## src/rtl/vga_timing_pkg.sv

```systemverilog
// Shared VGA timing defaults, pattern mode encodings and colour-bar table.
package vga_timing_pkg;

  localparam int unsigned DefHActive = 640;
  localparam int unsigned DefHFp     = 16;
  localparam int unsigned DefHSync   = 96;
  localparam int unsigned DefHBp     = 48;
  localparam int unsigned DefVActive = 480;
  localparam int unsigned DefVFp     = 10;
  localparam int unsigned DefVSync   = 2;
  localparam int unsigned DefVBp     = 33;

  localparam int unsigned NumBars = 8;

  typedef enum logic [1:0] {
    ModeBands   = 2'd0,
    ModeBars    = 2'd1,
    ModeChecker = 2'd2,
    ModeBlack   = 2'd3
  } vga_mode_e;

  // Returns {R,G,B}; index NumBars and above is the black remainder region.
  function automatic logic [2:0] bar_rgb(input logic [3:0] idx);
    case (idx)
      4'd0:    bar_rgb = 3'b111;
      4'd1:    bar_rgb = 3'b110;
      4'd2:    bar_rgb = 3'b011;
      4'd3:    bar_rgb = 3'b010;
      4'd4:    bar_rgb = 3'b101;
      4'd5:    bar_rgb = 3'b100;
      4'd6:    bar_rgb = 3'b001;
      default: bar_rgb = 3'b000;
    endcase
  endfunction

endpackage

```

## src/rtl/vga_axis_counter.sv

```systemverilog
// One raster axis: wrapping counter with enable plus sync and active-region decode.
module vga_axis_counter #(
  parameter int unsigned W      = 10,
  parameter int unsigned ACTIVE = 640,
  parameter int unsigned FP     = 16,
  parameter int unsigned SYNC   = 96,
  parameter int unsigned BP     = 48,
  parameter bit          POL    = 1'b0
) (
  input  logic         i_clk,
  input  logic         i_reset,
  input  logic         i_en,
  output logic [W-1:0] o_count,
  output logic         o_last,
  output logic         o_sync,
  output logic         o_active
);

  localparam int unsigned Total = ACTIVE + FP + SYNC + BP;
  localparam logic [W-1:0] LastCnt   = W'(Total - 1);
  localparam logic [W-1:0] SyncStart = W'(ACTIVE + FP);
  localparam logic [W-1:0] SyncEnd   = W'(ACTIVE + FP + SYNC - 1);
  localparam logic [W-1:0] ActEnd    = W'(ACTIVE);

  logic [W-1:0] r_count;
  logic         w_in_sync;

  always_ff @(posedge i_clk) begin
    if (i_reset) begin
      r_count <= '0;
    end else if (i_en) begin
      r_count <= o_last ? '0 : r_count + 1'b1;
    end
  end

  assign w_in_sync = (r_count >= SyncStart) && (r_count <= SyncEnd);
  assign o_count   = r_count;
  assign o_last    = (r_count == LastCnt);
  assign o_sync    = w_in_sync ? POL : ~POL;
  assign o_active  = (r_count < ActEnd);

endmodule

```

## src/rtl/vga_timing_controller.sv

```systemverilog
// VGA raster controller: H/V timing, frame markers, band/bar/checker pixel source and
// a two-stage output pipeline keeping sync, blank and RGB mutually aligned.
module vga_timing_controller
  import vga_timing_pkg::*;
#(
  parameter int unsigned H_ACTIVE    = DefHActive,
  parameter int unsigned H_FP        = DefHFp,
  parameter int unsigned H_SYNC      = DefHSync,
  parameter int unsigned H_BP        = DefHBp,
  parameter int unsigned V_ACTIVE    = DefVActive,
  parameter int unsigned V_FP        = DefVFp,
  parameter int unsigned V_SYNC      = DefVSync,
  parameter int unsigned V_BP        = DefVBp,
  parameter bit          HS_POL      = 1'b0,
  parameter bit          VS_POL      = 1'b0,
  parameter int unsigned XW          = 10,
  parameter int unsigned COLOUR_BITS = 8,
  parameter int unsigned BANDS       = 2,
  parameter int unsigned BAND_WIDTH  = 64,
  parameter int unsigned CHK_LOG2    = 4
) (
  input  logic                   vga_clock,
  input  logic                   reset,
  input  logic [3*BANDS-1:0]     colour,
  input  logic [1:0]             mode,
  output logic [XW-1:0]          x,
  output logic [XW-1:0]          y,
  output logic                   line_start,
  output logic                   frame_start,
  output logic [15:0]            frame_count,
  output logic [COLOUR_BITS-1:0] VGA_R,
  output logic [COLOUR_BITS-1:0] VGA_G,
  output logic [COLOUR_BITS-1:0] VGA_B,
  output logic                   VGA_HS,
  output logic                   VGA_VS,
  output logic                   VGA_BLANK,
  output logic                   VGA_SYNC,
  output logic                   VGA_CLK
);

  localparam int unsigned BandW = (BANDS > 1) ? $clog2(BANDS) : 1;
  localparam logic [BandW-1:0] BandLast    = BandW'(BANDS - 1);
  localparam logic [XW-1:0]    BandSubLast = XW'(BAND_WIDTH - 1);
  localparam logic [XW-1:0]    BarSubLast  = XW'(H_ACTIVE / NumBars - 1);
  localparam logic [3:0]       BarBlack    = 4'(NumBars);

  logic [XW-1:0]    w_x, w_y;
  logic             w_h_last, w_v_last, w_hs, w_vs, w_h_act, w_v_act, w_visible;
  vga_mode_e        r_mode, w_mode;
  logic [BandW-1:0] r_band;
  logic [XW-1:0]    r_band_sub, r_bar_sub;
  logic [3:0]       r_bar;
  logic [2:0]       w_rgb;
  logic             r_hs1, r_vs1, r_blank1, r_hs2, r_vs2, r_blank2;
  logic [2:0]       r_rgb1, r_rgb2;
  logic [15:0]      r_frame_count;

  vga_axis_counter #(
    .W(XW), .ACTIVE(H_ACTIVE), .FP(H_FP), .SYNC(H_SYNC), .BP(H_BP), .POL(HS_POL)
  ) u_h (
    .i_clk(vga_clock), .i_reset(reset), .i_en(1'b1),
    .o_count(w_x), .o_last(w_h_last), .o_sync(w_hs), .o_active(w_h_act)
  );

  vga_axis_counter #(
    .W(XW), .ACTIVE(V_ACTIVE), .FP(V_FP), .SYNC(V_SYNC), .BP(V_BP), .POL(VS_POL)
  ) u_v (
    .i_clk(vga_clock), .i_reset(reset), .i_en(w_h_last),
    .o_count(w_y), .o_last(w_v_last), .o_sync(w_vs), .o_active(w_v_act)
  );

  assign x           = w_x;
  assign y           = w_y;
  assign line_start  = (w_x == '0);
  assign frame_start = line_start && (w_y == '0);
  assign w_visible   = w_h_act && w_v_act;

  // The first pixel of a frame already uses the mode being latched.
  assign w_mode = frame_start ? vga_mode_e'(mode) : r_mode;

  always_ff @(posedge vga_clock) begin
    if (reset) begin
      r_mode <= ModeBands;
    end else if (frame_start) begin
      r_mode <= vga_mode_e'(mode);
    end
  end

  // Band and bar position tracked incrementally so no divider is needed.
  always_ff @(posedge vga_clock) begin
    if (reset || w_h_last) begin
      r_band     <= '0;
      r_band_sub <= '0;
      r_bar      <= '0;
      r_bar_sub  <= '0;
    end else begin
      if (r_band_sub == BandSubLast) begin
        r_band_sub <= '0;
        if (r_band != BandLast) r_band <= r_band + 1'b1;
      end else begin
        r_band_sub <= r_band_sub + 1'b1;
      end
      if (r_bar_sub == BarSubLast) begin
        r_bar_sub <= '0;
        if (r_bar != BarBlack) r_bar <= r_bar + 1'b1;
      end else begin
        r_bar_sub <= r_bar_sub + 1'b1;
      end
    end
  end

  always_comb begin
    w_rgb = 3'b000;
    unique case (w_mode)
      ModeBands: begin
        for (int b = 0; b < BANDS; b++) begin
          if (r_band == BandW'(b)) w_rgb = {colour[3*b], colour[3*b+1], colour[3*b+2]};
        end
      end
      ModeBars:    w_rgb = bar_rgb(r_bar);
      ModeChecker: w_rgb = {3{w_x[CHK_LOG2] ^ w_y[CHK_LOG2]}};
      default:     w_rgb = 3'b000;
    endcase
    if (!w_visible) w_rgb = 3'b000;
  end

  always_ff @(posedge vga_clock) begin
    if (reset) begin
      r_hs1    <= ~HS_POL;
      r_vs1    <= ~VS_POL;
      r_blank1 <= 1'b0;
      r_rgb1   <= '0;
      r_hs2    <= ~HS_POL;
      r_vs2    <= ~VS_POL;
      r_blank2 <= 1'b0;
      r_rgb2   <= '0;
    end else begin
      r_hs1    <= w_hs;
      r_vs1    <= w_vs;
      r_blank1 <= w_visible;
      r_rgb1   <= w_rgb;
      r_hs2    <= r_hs1;
      r_vs2    <= r_vs1;
      r_blank2 <= r_blank1;
      r_rgb2   <= r_rgb1;
    end
  end

  always_ff @(posedge vga_clock) begin
    if (reset) begin
      r_frame_count <= '0;
    end else if (w_h_last && w_v_last) begin
      r_frame_count <= r_frame_count + 1'b1;
    end
  end

  assign frame_count = r_frame_count;
  assign VGA_R       = {COLOUR_BITS{r_rgb2[2]}};
  assign VGA_G       = {COLOUR_BITS{r_rgb2[1]}};
  assign VGA_B       = {COLOUR_BITS{r_rgb2[0]}};
  assign VGA_HS      = r_hs2;
  assign VGA_VS      = r_vs2;
  assign VGA_BLANK   = r_blank2;
  assign VGA_SYNC    = 1'b1;
  assign VGA_CLK     = vga_clock;

endmodule

```

## config.mk

```make
export PLATFORM = sky130hd
export DESIGN_NAME = vga_timing_controller
export DESIGN_NICKNAME = d
export VERILOG_FILES = /design/src/rtl/vga_timing_pkg.sv /design/src/rtl/vga_axis_counter.sv /design/src/rtl/vga_timing_controller.sv
export SDC_FILE = /design/constraint.sdc
export NUM_CORES = 1
export LEC_CHECK = 0
export CAP_MARGIN = 20
export CORE_ASPECT_RATIO = 0.9
export CORE_MARGIN = 1
export CORE_UTILIZATION = 51
export CTS_BUF_LIST = sky130_fd_sc_hd__clkbuf_8 sky130_fd_sc_hd__clkbuf_16
export DETAILED_ROUTE_END_ITERATION = 10
export PLACE_DENSITY = 0.8
export SLEW_MARGIN = 20
export SYNTH_ARGS = -nofsm -noshare
export SYNTH_HDL_FRONTEND = slang
export SYNTH_SLANG_ARGS = --single-unit
```

## constraint.sdc

```tcl
create_clock -name vga_clock -period 2.41 [get_ports vga_clock]
set_clock_uncertainty 0.1 [all_clocks]
set_input_delay 0.482 -clock vga_clock [delete_from_list [all_inputs] [get_ports vga_clock]]
set_output_delay 0.482 -clock vga_clock [all_outputs]
set_load 0.03 [all_outputs]
```

==> results of run 1 <==
==> path summary, 6_finish.rpt <==
path	endpoint	slack, ns
hold reg to reg	VGA_VS	0.31
setup / recovery	VGA_CLK	0.06
hold / removal	VGA_VS	0.31
setup reg to reg	u_v.o_count[5]	0.21
==> cells in the final DEF (no fill, tap or decap), types with 5 or more instances in the layout <==
master           count
dfxtp_1             74
o31ai_1             15
and4_1               8
or4_1               15
nand2_1             15
clkdlybuf4s50_1     72
nor2_1              45
ha_1                11
inv_1               13
nand3_1             26
xnor2_1             12
o21ai_0             15
buf_4               14
xor2_1              19
nor3_1               9
nand4_1             19
a21oi_1             25
clkbuf_8            14
and3_1               9
a211oi_1             5
or3_1                8
nor2b_1              7
==> cell usage after synthesis, types with 7 or more instances <==
cell type   n
nand3_1    27
xnor2_1    12
clkbuf_1   11
buf_4      25
and3_1      9
inv_1      14
ha_1       11
or3_1       8
o31ai_1    15
xor2_1     19
nand4_1    19
nor2_1     46
or4_1      15
nand2_1    15
nor2b_1     7
a21oi_1    25
and4_1      8
o21ai_0    15
dfxtp_1    75
nor3_1      9
==> kinds of logic after synthesis <==
group	count (synthesis)	synth area share
AO/OA/AOI/OAI	72	0.117
XOR/XNOR	31	0.0724
adder cells (fa/ha/maj)	11	0.0367
buffers and inverters	57	0.0847
flip-flops	75	0.400
multiplexers	4	0.0107
other	1	0.00100
AND/OR/NAND/NOR	186	0.277
==> state kept, by name (all words and copies together), names as in the netlist, 2 cells and up <==
name / flops
r_rgb1: 3
r_mode: 2
r_rgb2: 3
r_bar: 4
u_h.o_count: 10
u_v.o_count: 10
frame_count: 16
r_band_sub: 10
r_bar_sub: 10
==> power by group <==
group,internal [mW],switching (mW)
sequential,1.27,0.0257
combinational,0.129,0.176
clock,0.860,0.518
total,2.26,0.720
==> worst max-delay path: stages <==
cell and delay (ns):
clkbuf_8 0.11, clkbuf_8 0.11, dlygate4sd2_1 0.34
==> repair_timing <==
item	in CTS	in global routing
endpoints found under the setup margin	3	11
endpoints found under the hold margin	0	0
resized for setup	4	3
gates cloned	0	0
pin swaps	2	0
setup buffers	0	3
==> per-layer routing <==
layer | vias up | global-route usage | wire (um)
met5 | - | 0 | 0
met4 | 0 | 0.112 | 172
met3 | 15 | 0.0632 | 617
met2 | 140 | 0.385 | 4290
met1 | 1612 | 0.270 | 3670
li1 | 1664 | - | -
==> area by class of cell <==
class,count,area [um^2]
repair buffers,86,826
clock buffers,15,201
clock inverters,4,97.6
flip-flops and latches,75,1500
inverters,14,52.6
well taps,93,116
fillers,582,2320
multi-input cells,305,1960
==> impl_metrics.toml, run 1 <==
[drt]
wl_per_cell_um = 14.8
dr_total_vias = 3431
drtPass1Iterations = 6
drt_iter0_drc = 246
drc = 0
wirelength_um = 8750
avgViaCountPerCell = 5.80
antenna_left = 0

[logic_synthesis]
ys_ff_latch = 75
synth_top_area_cell = "dfxtp_1"
synth_top_cells_by_area = "dfxtp_1, buf_4, nor2_1"
synth_ff_type = "dfxtp_1"
ys_seq_area_frac = 0.400
netlist_instances = 437
synth_area_mm2 = 0.00375
synth_edf_count = 0
yosys_warnings = 0
syn_nets = 458
synth.distinct_cells = 44
syn_avg_cell_area_um2 = 8.58
synth_top_area_frac = 0.400
async_flop_share = 0

[finish]
stdcell_area_mm2 = 0.00475
drive_gt1_frac = 0.0902
final_nets = 516
antennaDiodeCount = 0
area_growth_pct = 26.7
final_util = 0.672
final_cell_count_no_fill = 592

[global_routing]
grt-ovfl-total = 0
track_usage = 0.230
grt_pass1_vias = 3130
grt_pass1_wl_um = 14200
grt_max_degree = 29
antenna_found_initial = 0

[hold_path]
hp-start = "r_vs1"
hold_path_class = "reg2reg"
min_path_cells = 1

[die]
fp-row-count = 29
top_level_ports = 77
die-height_um = 83.4
start_util = 0.530
core_mm2 = 0.00708
dieWidth_um = 92.4
fp.dieArea_mm2 = 0.00770

[place]
hpwl_um = 6030
portBuffers = 75
postPlaceCellArea_mm2 = 0.00442
gp_congestion = 0.876
pre_cts_ws_ns = 0.0588
place_inst = 571

[cts]
clk_latency_ns = 0.45
cts-hold-fix-buffers = 0
clkTransAtPathRegs_ns = 0.07
cts_tree = "done"

[critical_path]
crit_type = "clk2out"
reg2regPathDepth = 5
critical_path.startpoint = "vga_clock"
r2r_start = "u_h.o_count[0]"
crit_arrival_ns = 1.77
worstPathMaxFanout = 2
crit_path_end_kind = "output port"
crit_required_ns = 1.83
start_kind = "clock port"

[power_and_ir_drop]
p_per_area_mw_per_mm2 = 626
p_leak_nw = 1.67
ir_worst_vdd_uv = 423
p_total_mw = 2.97

[sta]
drv_slew = 0
timing.final.ws_setup_ns = 0.0628
hold_ws_ns = 0.314
relSlewSlack = 0.634
tns_ns = 0
maxClockFrequency_mhz = 426
finalSetupViolCount = 0
timing.final.crit_period_ns = 2.35
hold_violations = 0
finalCritPeriodShare = 0.974
worst_pin_slew_ns = 0.541

[job]
maxCapViolCount = 0

[run_status]
status = "finished clean"
Power figures use the tool's default switching activity.
==> run 2: changes to the inputs <==
--- a/config.mk
+++ b/config.mk
@@ -7,11 +7,11 @@
 export LEC_CHECK = 0
 export CAP_MARGIN = 20
 export CORE_ASPECT_RATIO = 0.9
-export CORE_MARGIN = 1
 export CORE_UTILIZATION = 51
 export CTS_BUF_LIST = sky130_fd_sc_hd__clkbuf_8 sky130_fd_sc_hd__clkbuf_16
 export DETAILED_ROUTE_END_ITERATION = 10
 export PLACE_DENSITY = 0.8
+export SKIP_LAST_GASP = 1
 export SLEW_MARGIN = 20
 export SYNTH_ARGS = -nofsm -noshare
 export SYNTH_HDL_FRONTEND = slang
==> impl_metrics.toml, run 2 (same netlist as run 1, synthesis figures left out) <==
[run_status]
status = "finished clean"

[sta]
timing.final.ws_setup_ns = 0.0545
drv_slew = 0
worst_pin_slew_ns = 0.541
maxClockFrequency_mhz = 425
timing.final.crit_period_ns = 2.36
tns_ns = 0
hold_violations = 0
hold_ws_ns = 0.314
relSlewSlack = 0.635
rsz0062_at_grt = "true"
finalSetupViolCount = 0
finalCritPeriodShare = 0.977

[critical_path]
crit_type = "reg2out"
crit_arrival_ns = 1.77
crit_path_end_kind = "output port"
reg2regPathDepth = 5
start_kind = "flop"
crit_required_ns = 1.83
worstPathMaxFanout = 6
r2r-end = "u_v.o_count[5]"
slowest_stage = "dfxtp_1"
r2r_start = "u_h.o_count[0]"
r2r_slack_ns = 0.23
path_cells = "nor3_1, buf_4, nand4b_1, nor2_1, buf_4"
slowest_delay_ns = 0.38
cp_common_cell = "buf_4"

[place]
hpwl_um = 6030
portBuffers = 75
pre_cts_ws_ns = 0.0588
gp_congestion = 0.876

[power_and_ir_drop]
comb_power_share = 0.102
seqPwrFrac = 0.435
ir_worst_vdd_uv = 423
p_int_mw = 2.25
p_per_area_mw_per_mm2 = 625
p_leak_nw = 1.67
pwr-share-clk = 0.463
p_total_mw = 2.97
switching_share = 0.241
power.switching_mw = 0.715

[drt]
antenna_left = 0
wl_per_cell_um = 14.7
drt_iter0_drc = 249
wirelength_um = 8720
avgViaCountPerCell = 5.81
dr_total_vias = 3439
drtPass1Iterations = 5
drc = 0

[finish]
drive_gt1_frac = 0.0882
final_nets = 516
layout_commonest_cell = "dfxtp_1"
final_util = 0.671
area_growth_pct = 26.6
final_cell_mix = "dfxtp_1, clkdlybuf4s50_1, nor2_1"
largest_reg_flops = 16
num-fill-cells = 583
antennaDiodeCount = 0

[global_routing]
track_usage = 0.230
grt_pass1_wl_um = 14200
grt_max_degree = 29
grt_pass1_vias = 3130
grt-ovfl-total = 0
antenna_found_initial = 0

[hold_path]
min_path_cells = 1
min_to = "VGA_VS"
hp-start = "r_vs1"
hold_path_class = "reg2reg"

[die]
dieWidth_um = 92.4
fp-row-count = 29
start_util = 0.530
fp.dieArea_mm2 = 0.00770
core_mm2 = 0.00708
die-height_um = 83.4
top_level_ports = 77

[job]
maxCapViolCount = 0

[cts]
cts_tree = "done"
clkTransAtPathRegs_ns = 0.07
clk_latency_ns = 0.45
cts-hold-fix-buffers = 0
-- run 2: cell counts in the layout (fill, tap and decap cells not counted) --
Identical to the previous run, type by type.
-- run 2: critical path, delay by kind of cell (launching register included) --
family        cells  cell delay [ns]
simple gates      3             0.59
buf+inv           2             0.36
flops             1             0.38
-- run 2: power groups by stage --
| stage | registers, mW | clock network [mW] | logic [mW] |
|---|---|---|---|
| global route | 1.30 | 1.45 | 0.321 |
| floorplan | 1.33 | 0.0621 | 0.192 |
| finish | 1.29 | 1.37 | 0.304 |
| detailed placement | 1.32 | 0.0691 | 0.290 |
| global placement | 1.32 | 0.0691 | 0.285 |
| CTS | 1.29 | 1.40 | 0.292 |
-- run 2: area by class of cell --
class / instances / area, um^2 / area share
clock inverter: 4 / 97.6 / 0.0205
inverter: 14 / 52.6 / 0.0111
multi-input combinational: 305 / 1950 / 0.411
tap: 93 / 116 / 0.0245
timing repair buffer: 86 / 826 / 0.174
sequential: 75 / 1500 / 0.316
clock buffer: 15 / 201 / 0.0424
-- run 2: per-stage QoR --
stage               cells  area, um^2
finish                592        4750
global route          592        4750
CTS                   589        4710
detailed placement    571        4420
global placement      571        4420
floorplan             437        3750
-- run 2: worst max-delay path by stage --
stage              startpoint               to  slack [ns]  depth (start not counted)
2_1_floorplan  u_h.o_count[0]  frame_count[13]        0.06                          7
3_3_place_gp        vga_clock          VGA_CLK        0.06                          1
3_5_place_dp        vga_clock          VGA_CLK        0.06                          1
4_1_cts        u_h.o_count[8]      frame_start        0.04                          4
5_1_grt        u_h.o_count[6]      frame_start       -0.02                          5
6_report       u_h.o_count[6]      frame_start        0.05                          5
-- run 2: timing repair --
action / 4_1_cts / 5_1_grt
buffers inserted: 0 / 3
pin swaps: 2 / 0
resized for setup: 4 / 2
endpoints found under the setup margin: 3 / 11
-- run 2: layer usage --
metal / part of all wire / wire [um] / track usage / vias to the layer above
li1: - / - / - / 1661
met1: 0.42 / 3650 / 0.270 / 1610
met2: 0.49 / 4310 / 0.385 / 134
met4: 0.028 / 244 / 0.112 / 0
met3: 0.060 / 522 / 0.0632 / 34
met5: 0 / 0 / 0 / -
==> run 3: changes to the inputs <==
--- a/config.mk
+++ b/config.mk
@@ -7,6 +7,7 @@
 export LEC_CHECK = 0
 export CAP_MARGIN = 20
 export CORE_ASPECT_RATIO = 0.9
+export CORE_MARGIN = 2
 export CORE_UTILIZATION = 51
 export CTS_BUF_LIST = sky130_fd_sc_hd__clkbuf_8 sky130_fd_sc_hd__clkbuf_16
 export DETAILED_ROUTE_END_ITERATION = 10
==> impl_metrics.toml, run 3 (same netlist as run 1, synthesis figures left out) <==
[place]
hpwl_um = 6180
pre_cts_ws_ns = 0.0588
gp_congestion = 0.894
place_inst = 571
portBuffers = 75
postPlaceCellArea_mm2 = 0.00442

[critical_path]
crit_buf_inv = 2
slowest_delay_ns = 0.37
crit_required_ns = 1.83
path_cells = "inv_1, ha_1, nor4b_4, nand3_2, nor2_4, buf_6"
crit_arrival_ns = 1.78
start_kind = "flop"
critPathTopFamily = "simple AND/OR/NAND/NOR gates"
crit_path_end_kind = "output port"
crit_type = "reg2out"
slowest_stage = "dfxtp_2"
worstPathMaxFanout = 8

[die]
fp.dieArea_mm2 = 0.00806
fp-row-count = 29
core_mm2 = 0.00708
top_level_ports = 77
dieWidth_um = 94.4
die-height_um = 85.4
start_util = 0.530

[finish]
largest_reg_flops = 16
final_cell_mix = "clkdlybuf4s50_1, dfxtp_1, nor2_1"
final_cell_count_no_fill = 592
stdcell_area_mm2 = 0.00474
final_nets = 516
area_growth_pct = 26.5
layout_commonest_cell = "clkdlybuf4s50_1"
antennaDiodeCount = 0
drive_gt1_frac = 0.0982

[global_routing]
grt_pass1_vias = 3218
antenna_found_initial = 0
grt_pass1_wl_um = 15000
track_usage = 0.236
grt-ovfl-total = 0
grt_max_degree = 28

[sta]
timing.final.ws_setup_ns = 0.0481
tns_ns = 0
drv_slew = 0
finalSetupViolCount = 0
rsz0062_at_grt = "true"
finalCritPeriodShare = 0.980
relSlewSlack = 0.636
maxClockFrequency_mhz = 423
worst_pin_slew_ns = 0.538
hold_violations = 0
timing.final.crit_period_ns = 2.36

[power_and_ir_drop]
p_leak_nw = 1.66
p_per_area_mw_per_mm2 = 596
ir_worst_vdd_uv = 347

[drt]
antenna_left = 0
dr_total_vias = 3404
wirelength_um = 8770
wl_per_cell_um = 14.8
drt_iter0_drc = 252
avgViaCountPerCell = 5.75
drtPass1Iterations = 6
drc = 0

[run_status]
status = "finished clean"

[job]
maxCapViolCount = 0

[cts]
clk_latency_ns = 0.45
cts-hold-fix-buffers = 0
cts_tree = "done"
clkTransAtPathRegs_ns = 0.08

[hold_path]
hold_path_class = "reg2reg"
-- run 3: cell types whose count changed in the layout (fill, tap and decap cells not counted), sizes merged --
cell      previous run  this run
bufinv               3         2
clkinvlp             1         2
clkbuf              14        13
inv                 14        15
-- run 3: final cells by class --
class | count | area [um^2]
clock buffer | 14 | 188
clock inverter | 5 | 78.8
sequential | 75 | 1510
tap | 93 | 116
timing repair buffer | 86 | 830
fill | 581 | 2330
inverter | 14 | 52.6
multi-input combinational | 305 | 1970
-- run 3: per-stage QoR --
| stage | power [mW] | util | hold WS, ns |
|---|---|---|---|
| 6_report | 2.82 | 0.670 | 0.326 |
| 5_1_grt | 2.94 | 0.670 | 0.344 |
| 4_1_cts | 2.84 | 0.663 | 0.328 |
| 3_5_place_dp | 1.68 | 0.624 | 0.308 |
| 3_3_place_gp | 1.67 | 0.624 | 0.293 |
| 2_1_floorplan | 1.59 | - | 0.289 |
-- run 3: report_power, final --
part | internal, mW | switching (mW) | total (mW)
sequential | 1.27 | 0.0238 | 1.29
clock | 0.723 | 0.508 | 1.23
combinational | 0.129 | 0.175 | 0.304
total | 2.12 | 0.707 | 2.82
-- run 3: worst paths after layout --
path	startpoint	end	slack (ns)	cells past startpoint
max	u_v.o_count[1]	frame_start	0.05	6
min reg2reg	r_vs1	VGA_VS	0.33	1
max reg2reg	u_h.o_count[0]	u_v.o_count[9]	0.16	5
min	r_vs1	VGA_VS	0.33	1
-- run 3: metal layers --
layer  part of all wire  up-vias  track usage
li1                   -     1662            -
met1               0.42     1601        0.292
met2               0.49      125        0.385
met3              0.075       16       0.0737
met4              0.014        0       0.0870
met5                  0        -            0
-- run 3: timing repair --
action | 4_1_cts | 5_1_grt
endpoints found under the setup margin | 3 | 7
buffers inserted | 1 | 2
pin swaps | 0 | 2
gates resized for setup | 5 | 9
-- run 3: worst register-to-register path: stages (launching register included) --
cell	delay, ns
dfxtp_1	0.42
ha_1	0.25
nand3_1	0.21
or4_4	0.55
or4_1	0.43
a21oi_1	0.21
